File: src/rtl/core_ctrl.sv
// Multi-cycle instruction sequencer (IDLE/FETCH/DECODE/EXEC/MEM/WB/TRAP) with a memory-response timeout.
// Strobes decode from the current state; ir_we and EXEC pc_sel follow their inputs combinationally.
module core_ctrl #(
  parameter int unsigned TIMEOUT = 16
) (
  input  logic        clk,
  input  logic        rst_n,
  input  logic [31:0] instr,
  output logic        imem_req,
  input  logic        imem_rvalid,
  output logic        dmem_req,
  output logic        dmem_we,
  input  logic        dmem_rvalid,
  input  logic        branch_taken,
  output logic        ir_we,
  output logic        pc_we,
  output logic        pc_sel,
  output logic        rf_we,
  output logic [3:0]  alu_op,
  output logic        alu_src_imm,
  output logic [1:0]  wb_sel,
  output logic        trap,
  output logic [2:0]  state
);

  typedef enum logic [2:0] {
    S_IDLE   = 3'd0,
    S_FETCH  = 3'd1,
    S_DECODE = 3'd2,
    S_EXEC   = 3'd3,
    S_MEM    = 3'd4,
    S_WB     = 3'd5,
    S_TRAP   = 3'd6
  } state_t;

  typedef enum logic [2:0] {
    C_NONE,
    C_R,
    C_I,
    C_LOAD,
    C_STORE,
    C_BRANCH,
    C_JAL,
    C_LUI
  } cls_t;

  localparam logic [6:0] OP_R      = 7'b0110011;
  localparam logic [6:0] OP_I      = 7'b0010011;
  localparam logic [6:0] OP_LOAD   = 7'b0000011;
  localparam logic [6:0] OP_STORE  = 7'b0100011;
  localparam logic [6:0] OP_BRANCH = 7'b1100011;
  localparam logic [6:0] OP_JAL    = 7'b1101111;
  localparam logic [6:0] OP_LUI    = 7'b0110111;

  // Counter value in the last cycle a FETCH/MEM may wait before trapping.
  localparam logic [7:0] TMO_LAST = 8'(TIMEOUT - 1);

  state_t     cur;
  state_t     nxt;
  cls_t       cls;
  logic [7:0] tmo_cnt;
  logic       tmo_last;
  logic [3:0] dec_alu_op;
  logic       dec_src_imm;
  logic       rd_nonzero;
  logic       unused_instr_bits;

  assign unused_instr_bits = ^{instr[31], instr[29:15]};
  assign tmo_last          = (tmo_cnt == TMO_LAST);
  assign rd_nonzero        = (instr[11:7] != 5'd0);
  assign state             = cur;

  always_comb begin
    cls = C_NONE;
    case (instr[6:0])
      OP_R:      cls = C_R;
      OP_I:      cls = C_I;
      OP_LOAD:   cls = C_LOAD;
      OP_STORE:  cls = C_STORE;
      OP_BRANCH: cls = C_BRANCH;
      OP_JAL:    cls = C_JAL;
      OP_LUI:    cls = C_LUI;
      default:   cls = C_NONE;
    endcase
  end

  // Shift-right-arithmetic is the only I-ALU op that takes instr[30].
  always_comb begin
    dec_alu_op  = 4'b0000;
    dec_src_imm = 1'b1;
    case (cls)
      C_R: begin
        dec_alu_op  = {instr[30], instr[14:12]};
        dec_src_imm = 1'b0;
      end
      C_I:      dec_alu_op = {(instr[14:12] == 3'b101) & instr[30], instr[14:12]};
      C_BRANCH: begin
        dec_alu_op  = 4'b1000;
        dec_src_imm = 1'b0;
      end
      C_NONE:   dec_src_imm = 1'b0;
      default:  dec_alu_op = 4'b0000;
    endcase
  end

  always_ff @(posedge clk) begin
    if (!rst_n) begin
      cur         <= S_IDLE;
      tmo_cnt     <= 8'd0;
      alu_op      <= 4'b0000;
      alu_src_imm <= 1'b0;
    end else begin
      cur <= nxt;
      if (nxt != cur) begin
        tmo_cnt <= 8'd0;
      end else if (cur == S_FETCH || cur == S_MEM) begin
        tmo_cnt <= tmo_cnt + 8'd1;
      end
      if (cur == S_DECODE) begin
        alu_op      <= dec_alu_op;
        alu_src_imm <= dec_src_imm;
      end
    end
  end

  always_comb begin
    nxt      = cur;
    imem_req = 1'b0;
    ir_we    = 1'b0;
    dmem_req = 1'b0;
    dmem_we  = 1'b0;
    pc_we    = 1'b0;
    pc_sel   = 1'b0;
    rf_we    = 1'b0;
    wb_sel   = 2'b00;
    trap     = 1'b0;
    case (cur)
      S_IDLE: nxt = S_FETCH;
      S_FETCH: begin
        imem_req = 1'b1;
        if (imem_rvalid) begin
          ir_we = 1'b1;
          nxt   = S_DECODE;
        end else if (tmo_last) begin
          nxt = S_TRAP;
        end
      end
      S_DECODE: nxt = (cls == C_NONE) ? S_TRAP : S_EXEC;
      S_EXEC: begin
        case (cls)
          C_LOAD, C_STORE: nxt = S_MEM;
          C_BRANCH: begin
            pc_we  = 1'b1;
            pc_sel = branch_taken;
            nxt    = S_FETCH;
          end
          C_NONE:  nxt = S_TRAP;
          default: nxt = S_WB;
        endcase
      end
      S_MEM: begin
        dmem_req = 1'b1;
        dmem_we  = (cls == C_STORE);
        if (dmem_rvalid) begin
          if (cls == C_STORE) begin
            pc_we = 1'b1;
            nxt   = S_FETCH;
          end else begin
            nxt = S_WB;
          end
        end else if (tmo_last) begin
          nxt = S_TRAP;
        end
      end
      S_WB: begin
        pc_we  = 1'b1;
        rf_we  = rd_nonzero;
        pc_sel = (cls == C_JAL);
        wb_sel = (cls == C_LOAD) ? 2'b01 : (cls == C_JAL) ? 2'b10 : 2'b00;
        nxt    = S_FETCH;
      end
      S_TRAP: trap = 1'b1;
      default: nxt = S_TRAP;
    endcase
  end

  trap_is_quiet: assert property (@(posedge clk) disable iff (!rst_n)
    (cur == S_TRAP) |-> !(imem_req || dmem_req || ir_we || pc_we || rf_we));

  tmo_in_range: assert property (@(posedge clk) disable iff (!rst_n)
    tmo_cnt <= TMO_LAST);

endmodule

File: config.mk
export PLATFORM = sky130hd
export DESIGN_NAME = core_ctrl
export DESIGN_NICKNAME = d
export VERILOG_FILES = /design/src/rtl/core_ctrl.sv
export SDC_FILE = /design/constraint.sdc
export NUM_CORES = 1
export LEC_CHECK = 0
export BUFFER_PORTS_ARGS = -buffer_cell sky130_fd_sc_hd__buf_2
export CAP_MARGIN = 20
export CELL_PAD_IN_SITES_DETAIL_PLACEMENT = 1
export CELL_PAD_IN_SITES_GLOBAL_PLACEMENT = 1
export CORE_UTILIZATION = 27
export DETAILED_ROUTE_END_ITERATION = 10
export PLACE_DENSITY = 0.74
export SLEW_MARGIN = 20
export SYNTH_ARGS = -nofsm -noshare
export SYNTH_HDL_FRONTEND = slang
export SYNTH_SLANG_ARGS = --single-unit
File: constraint.sdc
create_clock -name clk -period 2 [get_ports clk]
set_clock_uncertainty 0.2 [all_clocks]
set_input_delay 0.1 -clock clk [delete_from_list [all_inputs] [get_ports clk]]
set_output_delay 0.1 -clock clk [all_outputs]
set_load 0.05 [all_outputs]
==> results.toml <==
[final_layout]
final_common_cell = "buf_4"
nets = 289
final_cell_mix = "buf_4 (56), buf_2 (35), nor2_1 (15), nand2_1 (15), dfxtp_1 (12)"
area_growth_pct = 71.80
diodes = 0
layout-drive-gt1-share = 0.4960

[flow_run]
cap_violations = 0

[setup_path]
worstPathCellList = "or4_4 > o21bai_4 > a211oi_2 > a2111o_2 > a2111oi_1"
cp.required_ns = 1.94
crit_arrival_ns = 2.20
worstPathMaxFanout = 8
cpPeakStageDelay_ns = 0.55
cp_slowest_cell = "or4_4"
path_class = "reg2reg"
crit_path_end_kind = "flip-flop"
startpoint_type = "flip-flop"

[sta]
timing.final.crit_share = 1.132
setup-violations-final = 8
rsz0062_at_grt = "yes"
hold_violations = 0
maxSlewViolCount = 0
setup_ws_ns = -0.2634
fmax_ghz = 0.4418
slew_headroom = 0.7506
worst_pin_slew_ns = 0.3712
fin_crit_ns = 2.263

[die]
die_h_um = 68.98
floorplan.initialDensity = 0.2923
dieArea_um2 = 4758
die_w_um = 68.98
rows = 23
core-area_um2 = 4144
pin_count = 55

[drt]
drt-total-wl_um = 4705
drt-pass1-iter-count = 4
wl_per_cell_um = 15.68
first_iter_violations = 26
ant_nets = 0
vias = 1535
avgViaCountPerCell = 5.117
drc = 0

[clock_network]
cts_root_buf = "clkbuf_8"
htree_levels = 1
clk_pin_slew_worst_paths_ns = 0.07
cts-buffers-inserted = 3
clock_latency_ns = 0.25
clockBufferDepth = 2
cts_tree = "yes"
cts_sinks = 16

[yosys]
yosysSeqAreaShare = 0.2645
synth_edf_count = 0
ys_types = 52
synth.avg_cell_area_um2 = 7.814
synth_nets = 193
ys_seq_elements = 16
yosysWarnings = 0
synth_async_sr_flop_share = 0
netlist_instances = 155
syn-cell-area_um2 = 1211
yosys_most_used_dff = "dfxtp_1"

[power_and_ir_drop]
p_leak_nw = 0.9253
p_total_mw = 1.075
ir_drop_mv = 0.2290
power.density_nw_per_um2 = 516.5

[status]
status = "complete, but fails checks"
violations = "negative setup slack"

[grt]
grt_usage = 0.2092
antenna_found_initial = 0
grt_pass1_vias = 1575
grt_pass1_wl_um = 7327
overflow = 0
grt_max_degree = 10

[place]
dp_hpwl_um = 3662
pre_cts_ws_ns = -0.2474
portBuffers = 38
routabilityCongestion = 0.8217

[worst_hold_path]
hold_path.class = "in2reg"
[per-stage QoR]
| step | instance area [µm²] | TNS [ns] | cells | util | hold slack [ns] |
|---|---|---|---|---|---|
| CTS | 2013 | -1.837 | 298 | 0.4858 | 0.1150 |
| detailed placement | 1866 | -1.718 | 288 | 0.4502 | 0.1748 |
| floorplan | 1269 | -0.8914 | 155 | - | 0.03831 |
| global placement | 1866 | -1.119 | 288 | 0.4502 | 0.1632 |
| finish | 2081 | -1.867 | 300 | 0.5021 | 0.1168 |
| global route | 2081 | -2.543 | 300 | 0.5021 | 0.1292 |
[report_power, final]
group	switching, mW	leakage (nW)	total [mW]	internal [mW]
registers	0.0154	0.131	0.346	0.331
logic	0.251	0.765	0.438	0.187
clock network	0.116	0.0288	0.290	0.175
[logic make-up after synthesis]
| kind of cell | after synthesis | synth area share |
|---|---|---|
| simple gates | 74 | 0.3357 |
| mux | 1 | 0.008265 |
| xor+xnor | 8 | 0.05785 |
| compound gates | 42 | 0.2655 |
| buf+inv | 13 | 0.05785 |
| flops | 16 | 0.2645 |
| fa+ha+maj | 1 | 0.01033 |
[layer usage]
layer / share of wire / wire, µm / track usage / up-vias
met2: 0.54 / 2529 / 0.4211 / 29
met5: 0 / 0 / 0 / -
met1: 0.43 / 2025 / 0.2261 / 726
met4: 0.017 / 78 / 0.07143 / 0
met3: 0.015 / 71 / 0.009868 / 8
li1: - / - / - / 772
[cell usage after synthesis (all sizes together) (5+ instances only)]
| library cell | count | area share |
|---|---|---|
| nor2 | 16 | 0.050 |
| nand2 | 15 | 0.046 |
| dfxtp | 16 | 0.26 |
| a2111oi | 9 | 0.073 |
| buf | 5 | 0.030 |
| inv | 5 | 0.015 |
| a21oi | 7 | 0.029 |
| nand3 | 11 | 0.045 |
| xor2 | 6 | 0.043 |
| nand2b | 5 | 0.026 |
[worst paths after layout]
kind,slack [ns],cells past startpoint,end,startpoint
worst max-delay path,-0.26,5,tmo_cnt[2],tmo_cnt[7]
worst min-delay path,0.12,4,state[1],dmem_rvalid
worst max register to register,-0.26,5,tmo_cnt[2],tmo_cnt[7]
worst min register to register,0.25,2,alu_op[2],alu_op[2]
[flip-flops by register name (all words and copies together), names as in the netlist]
register / cells
alu_src_imm: 1
state: 3
tmo_cnt: 8
alu_op: 4
[critical path, delay by kind of cell (launching register included)]
| family | cells | cell delay [ns] |
|---|---|---|
| simple gates | 1 | 0.55 |
| compound gates | 4 | 1.07 |
| flops | 1 | 0.32 |
[timing repair]
action,4_1_cts,5_1_grt
buffers inserted,0,2
hold endpoints to repair,5,0
setup endpoints to repair,11,11
pin swaps,0,3
resized for setup,7,13
hold buffers,6,0
[layout make-up]
class / instances / area, µm²
inverters: 5 / 18.77
flip-flops and latches: 16 / 327.8
multi-input cells: 126 / 942.2
fillers: 528 / 2063
repair buffers: 99 / 674.4
clock buffers: 4 / 55.05
well taps: 50 / 62.56
Note: power is estimated with default switching activity, not from simulation.
